### config.mk
export PLATFORM = sky130hd
export DESIGN_NAME = partition_scheduler_flat
export DESIGN_NICKNAME = d
export VERILOG_FILES = /design/src/rtl/partition_pkg.sv /design/src/rtl/partition_scheduler_if.sv /design/src/rtl/partition_rr_pick.sv /design/src/rtl/partition_scheduler.sv /design/src/flat_wrapper.sv
export SDC_FILE = /design/constraint.sdc
export NUM_CORES = 1
export LEC_CHECK = 0
export ABC_AREA = 1
export CAP_MARGIN = 25
export CORE_ASPECT_RATIO = 1.75
export CORE_MARGIN = 10
export CORE_UTILIZATION = 42
export CTS_BUF_LIST = sky130_fd_sc_hd__clkbuf_2
export DETAILED_ROUTE_END_ITERATION = 12
export MAX_ROUTING_LAYER = met4
export PLACE_DENSITY = 0.88
export SYNTH_ARGS = -nofsm -noshare
export SYNTH_HDL_FRONTEND = slang
export SYNTH_SLANG_ARGS = --single-unit
### constraint.sdc
create_clock -name clock -period 2.11 [get_ports clock]
set_input_delay 0.3165 -clock clock [delete_from_list [all_inputs] [get_ports clock]]
set_output_delay 0.3165 -clock clock [all_outputs]
set_load 0.005 [all_outputs]
### src/rtl/partition_pkg.sv
// Shared types and helpers for the partition scheduler: FSM encoding, stat width, clogb2.
package partition_pkg;

  localparam int STAT_W = 16;

  typedef enum logic {
    ST_IDLE = 1'b0,
    ST_XFER = 1'b1
  } state_e;

  // Bits needed to hold 'value' (at least 1).
  function automatic int clogb2(input int value);
    int r;
    r = 1;
    for (int i = 1; i < 31; i++) begin
      if (value >= (1 << i)) r = i + 1;
    end
    return r;
  endfunction

endpackage

### src/rtl/partition_scheduler_if.sv
// Mapper-side and shared-FIFO-side signals of the partition scheduler.
interface partition_scheduler_if #(
  parameter int NUM_OF_MAPPERS = 4,
  parameter int DATA_WIDTH     = 32,
  parameter int SRC_W          = partition_pkg::clogb2(NUM_OF_MAPPERS - 1)
);

  logic [NUM_OF_MAPPERS-1:0]            mapper_empty;
  logic [NUM_OF_MAPPERS-1:0]            mapper_rd_en;
  logic [NUM_OF_MAPPERS*DATA_WIDTH-1:0] mapper_data;
  logic                                 out_afull;
  logic                                 out_wr_en;
  logic [DATA_WIDTH-1:0]                out_data;
  logic [SRC_W-1:0]                     out_src;

  modport master (
    input  mapper_empty, mapper_data, out_afull,
    output mapper_rd_en, out_wr_en, out_data, out_src
  );

  modport slave (
    output mapper_empty, mapper_data, out_afull,
    input  mapper_rd_en, out_wr_en, out_data, out_src
  );

endinterface

### src/rtl/partition_rr_pick.sv
// Combinational round-robin picker: first set request at or after ptr, wrapping.
module partition_rr_pick
  import partition_pkg::*;
#(
  parameter int N     = 4,
  parameter int SRC_W = 2
) (
  input  logic [N-1:0]     req,
  input  logic [SRC_W-1:0] ptr,
  output logic [N-1:0]     onehot,
  output logic [SRC_W-1:0] idx,
  output logic             any
);

  logic [2*N-1:0] dbl;
  logic [2*N-1:0] back;
  logic [N-1:0]   rot;
  logic [N-1:0]   low;

  // Rotate so ptr sits at bit 0, isolate the lowest set bit, rotate back.
  always_comb begin
    dbl    = {req, req} >> ptr;
    rot    = dbl[N-1:0];
    low    = rot & (-rot);
    back   = {low, low} << ptr;
    onehot = back[2*N-1:N];
    idx    = '0;
    for (int i = 0; i < N; i++) begin
      if (onehot[i]) idx = SRC_W'(i);
    end
    any = |req;
  end

endmodule

### src/rtl/partition_scheduler.sv
// Burst scheduler from N mapper FIFOs into one shared partition FIFO, tagging each word
// with its source. Per-mapper word counters are built when PARTITION_SCHED_STATS_EN is defined.
module partition_scheduler
  import partition_pkg::*;
#(
  parameter int NUM_OF_MAPPERS = 4,
  parameter int DATA_WIDTH     = 32,
  parameter int MAX_BURST      = 4,
  localparam int SRC_W         = clogb2(NUM_OF_MAPPERS - 1)
) (
  input  logic                  clock,
  input  logic                  reset,
  partition_scheduler_if.master bus,
  output logic                  busy,
  input  logic [SRC_W-1:0]      stat_sel,
  output logic [STAT_W-1:0]     stat_count
);

  localparam int BURST_W = clogb2(MAX_BURST);
  localparam int N       = NUM_OF_MAPPERS;

  state_e              state_q, state_d;
  logic [N-1:0]        grant_q, grant_d;
  logic [SRC_W-1:0]    gidx_q, gidx_d;
  logic [SRC_W-1:0]    rr_ptr_q, rr_ptr_d;
  logic [BURST_W-1:0]  burst_q, burst_d;

  logic                rd_pend_q, rd_pend_d;
  logic [SRC_W-1:0]    src_pend_q, src_pend_d;
  logic                out_wr_en_q, out_wr_en_d;
  logic [DATA_WIDTH-1:0] out_data_q, out_data_d;
  logic [SRC_W-1:0]    out_src_q, out_src_d;

  logic [N-1:0]        req;
  logic [N-1:0]        pick_onehot;
  logic [SRC_W-1:0]    pick_idx;
  logic                pick_any;
  logic                can_rd;
  logic [N-1:0]        rd_en;
  logic [SRC_W-1:0]    next_ptr;

  assign req = ~bus.mapper_empty;

  partition_rr_pick #(
    .N     (N),
    .SRC_W (SRC_W)
  ) u_pick (
    .req    (req),
    .ptr    (rr_ptr_q),
    .onehot (pick_onehot),
    .idx    (pick_idx),
    .any    (pick_any)
  );

  assign next_ptr = (int'(gidx_q) == N - 1) ? '0 : gidx_q + SRC_W'(1);

  always_comb begin
    state_d  = state_q;
    grant_d  = grant_q;
    gidx_d   = gidx_q;
    burst_d  = burst_q;
    rr_ptr_d = rr_ptr_q;
    can_rd   = 1'b0;
    rd_en    = '0;
    case (state_q)
      ST_IDLE: begin
        if (pick_any && !bus.out_afull) begin
          grant_d = pick_onehot;
          gidx_d  = pick_idx;
          burst_d = '0;
          state_d = ST_XFER;
        end
      end
      ST_XFER: begin
        can_rd = !bus.mapper_empty[gidx_q] && !bus.out_afull &&
                 (burst_q < BURST_W'(MAX_BURST));
        rd_en  = grant_q & {N{can_rd}};
        if (can_rd) burst_d = burst_q + BURST_W'(1);
        // Leaving XFER hands the next turn to the mapper after this one, even on backpressure.
        if (!can_rd || (burst_q == BURST_W'(MAX_BURST - 1))) begin
          state_d  = ST_IDLE;
          grant_d  = '0;
          rr_ptr_d = next_ptr;
        end
      end
      default: state_d = ST_IDLE;
    endcase
  end

  always_comb begin
    rd_pend_d   = |rd_en;
    src_pend_d  = gidx_q;
    out_wr_en_d = rd_pend_q;
    out_data_d  = out_data_q;
    out_src_d   = out_src_q;
    if (rd_pend_q) begin
      out_data_d = bus.mapper_data[src_pend_q*DATA_WIDTH +: DATA_WIDTH];
      out_src_d  = src_pend_q;
    end
  end

  always_ff @(posedge clock) begin
    if (reset) begin
      state_q     <= ST_IDLE;
      grant_q     <= '0;
      gidx_q      <= '0;
      burst_q     <= '0;
      rr_ptr_q    <= '0;
      rd_pend_q   <= 1'b0;
      src_pend_q  <= '0;
      out_wr_en_q <= 1'b0;
      out_data_q  <= '0;
      out_src_q   <= '0;
    end else begin
      state_q     <= state_d;
      grant_q     <= grant_d;
      gidx_q      <= gidx_d;
      burst_q     <= burst_d;
      rr_ptr_q    <= rr_ptr_d;
      rd_pend_q   <= rd_pend_d;
      src_pend_q  <= src_pend_d;
      out_wr_en_q <= out_wr_en_d;
      out_data_q  <= out_data_d;
      out_src_q   <= out_src_d;
    end
  end

  assign bus.mapper_rd_en = rd_en;
  assign bus.out_wr_en    = out_wr_en_q;
  assign bus.out_data     = out_data_q;
  assign bus.out_src      = out_src_q;
  assign busy             = (state_q != ST_IDLE) || rd_pend_q;

`ifdef PARTITION_SCHED_STATS_EN
  logic [STAT_W-1:0] cnt_q [N];
  logic [STAT_W-1:0] cnt_d [N];

  // Counters saturate rather than wrap so a long run never reports a small count.
  always_comb begin
    cnt_d = cnt_q;
    if (out_wr_en_q && (cnt_q[out_src_q] != {STAT_W{1'b1}})) begin
      cnt_d[out_src_q] = cnt_q[out_src_q] + STAT_W'(1);
    end
  end

  always_ff @(posedge clock) begin
    if (reset) begin
      for (int i = 0; i < N; i++) cnt_q[i] <= '0;
    end else begin
      cnt_q <= cnt_d;
    end
  end

  assign stat_count = (int'(stat_sel) < N) ? cnt_q[stat_sel] : '0;
`else
  logic unused_stat_sel;
  assign unused_stat_sel = ^stat_sel;
  assign stat_count      = '0;
`endif

endmodule
### src/flat_wrapper.sv
// flat-port wrapper written by rule: the top's interface ports become plain ports
module partition_scheduler_flat import partition_pkg::*;
#(
  parameter int NUM_OF_MAPPERS = 4,
  parameter int DATA_WIDTH     = 32,
  parameter int MAX_BURST      = 4,
  localparam int SRC_W         = clogb2(NUM_OF_MAPPERS - 1)
)
  (clock, reset, busy, stat_sel, stat_count, bus_mapper_empty, bus_mapper_data, bus_out_afull, bus_mapper_rd_en, bus_out_wr_en, bus_out_data, bus_out_src);
  partition_scheduler_if #(.NUM_OF_MAPPERS(NUM_OF_MAPPERS), .DATA_WIDTH(DATA_WIDTH)) bus_i ();
  input  logic clock;
  input  logic reset;
  output logic busy;
  input  logic [SRC_W-1:0] stat_sel;
  output logic [STAT_W-1:0] stat_count;
  input wire logic [$bits(bus_i.mapper_empty)-1:0] bus_mapper_empty;
  input wire logic [$bits(bus_i.mapper_data)-1:0] bus_mapper_data;
  input wire logic [$bits(bus_i.out_afull)-1:0] bus_out_afull;
  output wire logic [$bits(bus_i.mapper_rd_en)-1:0] bus_mapper_rd_en;
  output wire logic [$bits(bus_i.out_wr_en)-1:0] bus_out_wr_en;
  output wire logic [$bits(bus_i.out_data)-1:0] bus_out_data;
  output wire logic [$bits(bus_i.out_src)-1:0] bus_out_src;
  assign bus_i.mapper_empty = bus_mapper_empty;
  assign bus_i.mapper_data = bus_mapper_data;
  assign bus_i.out_afull = bus_out_afull;
  assign bus_mapper_rd_en = bus_i.mapper_rd_en;
  assign bus_out_wr_en = bus_i.out_wr_en;
  assign bus_out_data = bus_i.out_data;
  assign bus_out_src = bus_i.out_src;
  partition_scheduler #(.NUM_OF_MAPPERS(NUM_OF_MAPPERS), .DATA_WIDTH(DATA_WIDTH), .MAX_BURST(MAX_BURST)) u_core (.clock(clock), .reset(reset), .bus(bus_i), .busy(busy), .stat_sel(stat_sel), .stat_count(stat_count));
endmodule
==> run_results.csv <==
group,metric,value,unit
status,status,"finished, final reports clean",
synthesis,synth-edff-count,0,
worst_hold_path,hold_class,"in2reg",
global_routing,grtUsageTotal,21.6,%
routing,routed_wl,13.0,mm
global_routing,grtUsageMet1,20.5,%
global_routing,grt.overflow.total,0,
layout,final_cell_mix,"clkdlybuf4s50_1 (169), nor2_1 (139), o21ai_0 (87), inv_1 (52), dfxtp_1 (47)",
setup_path,reg2regPathDepth,12,
pwr,total_power,2.19,mW
clocking,path_clk_slew,0.27,ns
global_routing,grt-busiest-layer,"met2",
floorplan,initial_core_util,42.9,%
global_routing,grt_max_degree,51,
synthesis,yosys_register_bits,50,
setup_path,cp-startpoint,"u_core.gidx_q[0]",
layout,drive_gt1_share,8.39,%
synthesis,ys_seq_area_share,30.8,%
timing,timing.fmax,490,MHz
routing,vias,4133,
synthesis,ys_types,28,
routing,wl_per_cell,16.7,um
synthesis,ys_warn_count,0,
timing,fin_crit,2.04,ns
routing,drc,0,
pwr,p_per_area,431,nW/um2
clocking,hold_buffers,0,
synthesis,synthArstFlopShare,0,%
timing,setup_violations,0,
place,gp_congestion,0.904,
floorplan,die_y,136,um
global_routing,grt_util_met2,38.5,%
clocking,cts_tree,"yes",
setup_path,critPathKind,"reg2out",
place,post-dp-hpwl,10.2,mm
timing,finClkSkew,0.0242,ns
pwr,irDropWorstVdd,0.311,mV
timing,timing.final.crit_share,96.7,%
routing,vias_per_cell,5.30,
routing,drt_iter0_markers,228,
clocking,root_buffer,"clkbuf_2",
setup_path,worstPathRequired,1.79,ns
clocking,clock_latency,0.46,ns
place,place_area,4990,um2
floorplan,core_area,7570,um2
place,io_buffers,174,
layout,final_area,5080,um2
global_routing,first_global_vias,4186,
worst_hold_path,whs_path_depth,2,
timing,slew_viol_final,0,
floorplan,io_pins,193,
timing,hold_violations,0,
timing,worst_pin_slew,0.590,ns
global_routing,met3_usage,4.97,%
timing,setup_tns,0,ns
layout,num-nets-final,830,
run,drv_cap,0,
synthesis,netlist_instances,524,
routing,dr.pass1.iters,5,
clocking,numCtsBuffers,5,
global_routing,grt_first_pass_wirelength,19.8,mm
floorplan,die_x,86.5,um
setup_path,endpoint_kind,"output pin",
timing,rsz0062_at_grt,"true",
synthesis,synthFlopType,"dfxtp_1",
floorplan,design.die.area,11800,um2
floorplan,rows,42,
synthesis,syn_area_per_cell,6.20,um2
synthesis,syn_area,3250,um2
clocking,cts.sinks,50,
clocking,clock_path_buffers,2,
routing,antenna_left,0,
setup_path,r2r-start,"u_core.rr_ptr_q[0]",
layout,final_common_cell,"clkdlybuf4s50_1",
clocking,htree_levels,2,
layout,area_growth,56.4,%
timing,hold_slack,0.356,ns
setup_path,cp_data_arrival_time,1.72,ns
setup_path,startpoint_type,"register",
timing,relSlewSlack,60.7,%
setup_path,rrSetupSlack,0.36,ns
worst_hold_path,worstHoldStart,"reset",
pwr,leakage,2.29,nW
setup_path,worst-path-max-fanout,5,
global_routing,grt_antenna_before_repair,1,
## cell families after synthesis
group                    count (synthesis)  synth area share (%)
flip-flops                              50                  30.8
AO/OA/AOI/OAI                          148                  24.2
buffers and inverters                  108                  15.4
AND/OR/NAND/NOR                        214                  28.3
other                                    1                 0.115
adder cells (fa/ha/maj)                  3                  1.16
## flip-flops by register name (all words and copies together), names as in the netlist
register,count
u_core.grant_q,4
u_core.rr_ptr_q,2
u_core.gidx_q,2
u_core.bus.out_src,2
u_core.burst_q,3
u_core.src_pend_q,2
u_core.state_q,1
u_core.bus.out_data,32
u_core.bus.out_wr_en,1
u_core.out_wr_en_d,1
## through the flow
stage          utilization (%)  setup slack [ns]  cells
2_1_floorplan                -             0.828    539
3_3_place_gp              66.0           -0.0944    765
3_5_place_dp              66.0            -0.146    765
4_1_cts                   66.8           0.00586    775
5_1_grt                   67.1           -0.0342    780
6_report                  67.1            0.0700    780
## worst paths after layout
check / to
setup / recovery: bus_mapper_rd_en[0]
setup reg to reg: u_core.gidx_q[1]
hold / removal: u_core.grant_q[1]
hold reg to reg: u_core.grant_q[0]
## layout make-up
type,count,area [um2]
Multi-Input combinational cell,381,1810
Antenna cell,1,2.50
Tap cell,88,110
Fill cell,662,2490
Inverter,58,228
Sequential cell,50,1010
Clock buffer,5,25.0
Timing Repair Buffer,194,1880
Clock inverter,3,16.3
## Yosys cell counts, types with 5 or more instances
master    number  area share (%)
buf_2          7             1.1
o22ai_1       32             6.2
nand3_1       22             3.4
buf_4         17             3.9
clkbuf_1      19             2.2
inv_1         53             6.1
nand2_1       34             3.9
a21oi_1       11             1.7
o21ai_1       16             2.5
buf_1          5            0.58
nand3_2        6             1.8
nor2_1       139              16
dfxtp_1       50              31
o21ai_0       87              13
## critical path, cell delays in order, from the launching register on
cell      delay (ns)
dfxtp_4         0.42
o211ai_1        0.22
nand3_2         0.16
nor2_4          0.17
inv_4           0.07
nor2_2          0.10
clkbuf_2        0.12
## routing by layer
layer  up-vias  part of all wire (%)  routed length [um]
li1       2002                     -                   -
met1      1861                    37                4780
met2       221                    52                6750
met3        49                   6.1                 790
met4         0                   5.4                 699
met5         -                     0                   0
## power breakdown
part	switching [mW]	internal [mW]	total (mW)
combinational	0.371	0.411	0.781
sequential	0.0356	0.982	1.02
clock	0.316	0.0753	0.392
## repair_timing
item / CTS / global route
setup endpoints to repair: 4 / 4
resized for setup: 9 / 10
pin swaps: 2 / 3
buffers inserted: 2 / 4
(Power assumes the default switching activity.)
